$ cat src/rtl/mux_scan_ctrl.sv
// Round-robin select sequencer for a 4:1 mux: settle, sample Y, emit {ch,data}.
// Optional MUX_SCAN_CHANGE_ONLY_EN suppresses samples equal to the last one emitted.
module mux_scan_ctrl #(
  parameter int DATA_W = 2,
  parameter int DWELL  = 4
) (
  input  logic              CLK,
  input  logic              RST,
  input  logic              EN,
  input  logic [3:0]        MASK,
  input  logic [DATA_W-1:0] Y,
  output logic [1:0]        S,
  output logic [DATA_W-1:0] OUT_DATA,
  output logic [1:0]        OUT_CH,
  output logic              OUT_VALID,
  input  logic              OUT_READY,
  output logic              BUSY
);

  localparam int CNT_W = (DWELL > 1) ? $clog2(DWELL) : 1;

  typedef enum logic [1:0] {
    IDLE,
    SETTLE,
    HOLD
  } state_e;

  state_e              state_q, state_d;
  logic [1:0]          ptr_q, ptr_d;
  logic [1:0]          s_q, s_d;
  logic [CNT_W-1:0]    cnt_q, cnt_d;
  logic [DATA_W-1:0]   out_data_q, out_data_d;
  logic [1:0]          out_ch_q, out_ch_d;
  logic                out_valid_q, out_valid_d;
  logic                sel_go;
  logic                resel;
  logic [1:0]          nxt;

`ifdef MUX_SCAN_CHANGE_ONLY_EN
  logic [DATA_W-1:0]   last_q [4];
  logic [DATA_W-1:0]   last_d [4];
  logic [3:0]          seen_q, seen_d;
`endif

  // First enabled channel after ptr, wrapping; offset 4 lands on ptr itself.
  function automatic logic [1:0] pick(input logic [1:0] ptr,
                                      input logic [3:0] mask);
    logic [1:0] c;
    logic [1:0] r;
    r = ptr;
    for (int i = 4; i >= 1; i--) begin
      c = ptr + 2'(i);
      if (mask[c]) r = c;
    end
    return r;
  endfunction

  assign sel_go = EN && (MASK != 4'b0000);
  assign nxt    = pick(ptr_q, MASK);

  always_comb begin
    state_d     = state_q;
    ptr_d       = ptr_q;
    s_d         = s_q;
    cnt_d       = cnt_q;
    out_data_d  = out_data_q;
    out_ch_d    = out_ch_q;
    out_valid_d = out_valid_q;
    resel       = 1'b0;
`ifdef MUX_SCAN_CHANGE_ONLY_EN
    last_d      = last_q;
    seen_d      = seen_q;
`endif
    unique case (state_q)
      IDLE: begin
        resel = 1'b1;
      end
      SETTLE: begin
        if (!EN) begin
          state_d = IDLE;
        end else if (cnt_q != '0) begin
          cnt_d = cnt_q - CNT_W'(1);
        end else begin
`ifdef MUX_SCAN_CHANGE_ONLY_EN
          if (seen_q[s_q] && (Y == last_q[s_q])) begin
            resel = 1'b1;
          end else begin
            out_data_d  = Y;
            out_ch_d    = s_q;
            out_valid_d = 1'b1;
            state_d     = HOLD;
            last_d[s_q] = Y;
            seen_d[s_q] = 1'b1;
          end
`else
          out_data_d  = Y;
          out_ch_d    = s_q;
          out_valid_d = 1'b1;
          state_d     = HOLD;
`endif
        end
      end
      HOLD: begin
        if (out_valid_q && OUT_READY) begin
          out_valid_d = 1'b0;
          resel       = 1'b1;
        end
      end
      default: state_d = IDLE;
    endcase

    if (resel) begin
      if (sel_go) begin
        ptr_d   = nxt;
        s_d     = nxt;
        cnt_d   = CNT_W'(DWELL - 1);
        state_d = SETTLE;
      end else begin
        state_d = IDLE;
      end
    end
  end

  always_ff @(posedge CLK) begin
    if (RST) begin
      state_q     <= IDLE;
      ptr_q       <= 2'd3;
      s_q         <= 2'd0;
      cnt_q       <= '0;
      out_data_q  <= '0;
      out_ch_q    <= 2'd0;
      out_valid_q <= 1'b0;
    end else begin
      state_q     <= state_d;
      ptr_q       <= ptr_d;
      s_q         <= s_d;
      cnt_q       <= cnt_d;
      out_data_q  <= out_data_d;
      out_ch_q    <= out_ch_d;
      out_valid_q <= out_valid_d;
    end
  end

`ifdef MUX_SCAN_CHANGE_ONLY_EN
  always_ff @(posedge CLK) begin
    if (RST) begin
      seen_q <= 4'b0000;
      for (int i = 0; i < 4; i++) last_q[i] <= '0;
    end else begin
      seen_q <= seen_d;
      for (int i = 0; i < 4; i++) last_q[i] <= last_d[i];
    end
  end
`endif

  assign S         = s_q;
  assign OUT_DATA  = out_data_q;
  assign OUT_CH    = out_ch_q;
  assign OUT_VALID = out_valid_q;
  assign BUSY      = (state_q != IDLE);

endmodule
$ cat config.mk
export PLATFORM = sky130hd
export DESIGN_NAME = mux_scan_ctrl
export DESIGN_NICKNAME = d
export VERILOG_FILES = /design/src/rtl/mux_scan_ctrl.sv
export SDC_FILE = /design/constraint.sdc
export NUM_CORES = 1
export LEC_CHECK = 0
export CORE_AREA = 2 2 39 41
export CTS_BUF_LIST = sky130_fd_sc_hd__clkbuf_4
export DETAILED_ROUTE_END_ITERATION = 8
export DIE_AREA = 0 0 41 43
export DONT_BUFFER_PORTS = 1
export PLACE_DENSITY_LB_ADDON = 0.08
export SETUP_SLACK_MARGIN = 0.4
export SYNTH_ARGS = -nofsm -noshare
export SYNTH_HDL_FRONTEND = slang
export SYNTH_SLANG_ARGS = --single-unit
$ cat constraint.sdc
create_clock -name CLK -period 3.2 [get_ports CLK]
set_clock_uncertainty 0.15 [all_clocks]
set_input_delay 0.8 -clock CLK [delete_from_list [all_inputs] [get_ports CLK]]
set_output_delay 0.8 -clock CLK [all_outputs]
set_load 0.02 [all_outputs]
==> results.py <==
metrics = {
    "status": {
        "outcome": "completed",
    },
    "synthesis": {
        "synth-edff-count": 0,
        "synth_top_area_share_pct": 44.07,
        "ys_types": 25,
        "synth-seq-area-share_pct": 44.07,
        "synth_cells": 67,
        "synth-seq-cells": 13,
        "synthArstFlopShare_pct": 0,
        "postSynthAreaPerCell_um2": 8.814,
        "syn_area_um2": 590.6,
        "synth.area.top_cells": "dfxtp_1 (44%), a21oi_1 (6.8%), mux2i_1 (6.8%)",
        "yosys.area.top_type": "dfxtp_1",
        "synthFlopType": "dfxtp_1",
        "synth_nets": 77,
        "yosysWarningCount": 0,
    },
    "timing": {
        "slew_headroom_pct": 73.86,
        "slew_viol_final": 0,
        "hold_ws_ps": 338.5,
        "maxClockFrequency_mhz": 518.9,
        "setup_violations": 0,
        "hold_viol": 0,
        "grt_setup_unrepaired": "no",
        "period_needed_ps": 1927,
        "post-route-worst-setup-slack_ps": 1273,
        "worstMarginPinSlew_ps": 389.7,
        "fin_crit_sh_pct": 60.23,
        "tns_ps": 0,
    },
    "final_layout": {
        "utilization_pct": 45.21,
        "design_area_um2": 625.6,
        "seq_area_um2": 260.3,
        "n_antenna_cell": 0,
        "fillers": 153,
        "mostFrequentLayoutCells": "dfxtp_1 (13), nor2_1 (8), a21oi_1 (8)",
        "multi_input_area_um2": 311.5,
        "final_nets": 80,
        "syn_to_final_growth_pct": 5.932,
        "final_common_cell": "dfxtp_1",
        "fin_cells": 85,
        "drive_above_1_share_pct": 8.696,
    },
    "routing": {
        "drc": 0,
        "drtIter0Drc": 7,
        "first_pass_iters": 4,
        "wirelength_mm": 1.079,
        "vias": 498,
        "wl_per_cell_um": 12.69,
        "post_drt_via_cell_ratio": 5.859,
        "antenna_left": 0,
    },
    "worst_hold_path": {
        "min-delay-start": "ptr_q[0]",
        "worstHoldEndpoint": "ptr_q[0]",
        "min_path_type": "flip-flop to flip-flop",
        "hold_path_depth": 2,
    },
    "placement": {
        "routabilityCongestion": 0.6493,
        "pre_cts_ws_ps": 1328,
        "dpl_cell_area_um2": 595.6,
        "portBuffers": 0,
        "place_hpwl_um": 818.3,
        "place_inst": 81,
    },
    "worst_setup_path": {
        "crit_required_ps": 2250,
        "cp_data_arrival_time_ps": 980,
        "cpMaxStageDelayCell": "or2_2",
        "r2r.worst_path.cells": 4,
        "max_stage_delay_ps": 370,
        "path_cells": "or2_2",
        "worstSetupPathType": "flip-flop to primary output",
        "reg2reg_to": "S[1]",
        "worstReg2RegStart": "OUT_VALID",
        "end_kind": "primary output",
        "cpLargestDelayFamily": "simple AND/OR/NAND/NOR gates",
        "path_max_fanout": 6,
        "reg2reg_setup_slack_ps": 1620,
        "path_buf_inv": 0,
        "worstSetupStartpointType": "flip-flop",
        "crit_start": "state_q[1]",
    },
    "power_and_ir_drop": {
        "irDropWorstVdd_uv": 234.6,
        "p_switching_mw": 0.08088,
        "clkPwrFrac_pct": 31.1,
        "p_int_mw": 0.2479,
        "power.leakage_nw": 0.2787,
        "pwr-share-seq_pct": 57.2,
        "total_power_mw": 0.3288,
        "powerDensity_mw_per_mm2": 525.5,
        "power_frac_comb_pct": 11.6,
        "power.share.switching_pct": 24.60,
    },
    "cts": {
        "clk_path_buf_depth": 2,
        "htree_levels": 1,
        "cts_tree": "built",
        "root_buffer": "clkbuf_4",
        "cts_hold_buf": 0,
        "ctsResizeCount": 0,
        "clock_sinks": 13,
        "cts_setup_buffers": 0,
        "clk_pin_slew_ps": 70,
        "clkLatencyLatePin_ps": 260,
        "cts_made_buffers": 3,
    },
    "floorplanning": {
        "core_mm2": 0.001384,
        "fp.dieW_um": 41,
        "start_util_pct": 42.68,
        "io_pins": 18,
        "die-height_um": 43,
        "die_area_mm2": 0.001763,
        "num_rows": 14,
    },
    "run": {
        "drv_cap": 0,
    },
    "global_route": {
        "global_route.overflow_total": 0,
        "antenna_found_initial": 0,
        "grt_pass1_wl_mm": 1.676,
        "grt_max_degree": 14,
        "grt.total_usage_pct": 14.05,
        "grt_pass1_vias": 435,
    },
}
==> cells in the mapped netlist, types with 2 or more instances <==
master    count
a211o_1       2
a21oi_1       8
dfxtp_1      13
mux2i_1       4
nand2_1       7
nand2b_1      3
nor2_1        8
nor2b_1       2
o211ai_1      2
o21ai_0       2
o21bai_1      2
==> cells by family (layout without fill, tap and decap cells) <==
group | Yosys count | in the layout | synth area share (%)
muxes | 4 | 4 | 6.780
DFF | 13 | 13 | 44.07
and+or+nand+nor | 27 | 27 | 24.37
buffers and inverters | 3 | 5 | 3.177
AOI/OAI and AO/OA | 20 | 20 | 21.61
==> power groups by stage <==
stage / registers [mW] / logic (mW) / clock network, mW
6_report: 0.188 / 0.0383 / 0.102
5_1_grt: 0.190 / 0.0436 / 0.114
4_1_cts: 0.188 / 0.0386 / 0.108
3_5_place_dp: 0.192 / 0.0382 / 0
3_3_place_gp: 0.192 / 0.0387 / 0
2_1_floorplan: 0.189 / 0.0358 / 0
==> tightest hold or removal path: cells and delay by family (launching register included) <==
family	cells	cell delay [ps]
DFF	1	330
and+or+nand+nor	1	50
AOI/OAI and AO/OA	1	70
==> metal layers <==
layer,track usage (%),up-vias,routed length (um)
li1,-,241,-
met1,16.78,238,457
met4,10.00,0,15
met5,0,-,0
met3,4.188,2,113
met2,20.31,17,491
==> cell type report <==
class,instances,area share [%]
clock buffers,4,4.800
well taps,16,3.200
inverters,1,0.6000
flip-flops and latches,13,41.60
multi-input cells,51,49.80
==> how the worst max path moves through the flow <==
stage | endpoint | cells after the start
final | BUSY | 1
after global routing | BUSY | 1
after CTS | BUSY | 1
after detailed placement | OUT_CH[1] | 4
after global placement | S[1] | 4
after floorplan | S[0] | 4
==> state kept, by name, summed over array words and instances, names as in the netlist <==
register and count:
OUT_CH 2, OUT_DATA 2, OUT_VALID 1, S 2
cnt_q 2, ptr_q 2, state_q 2
No activity file was read; power rests on OpenSTA's default activity.
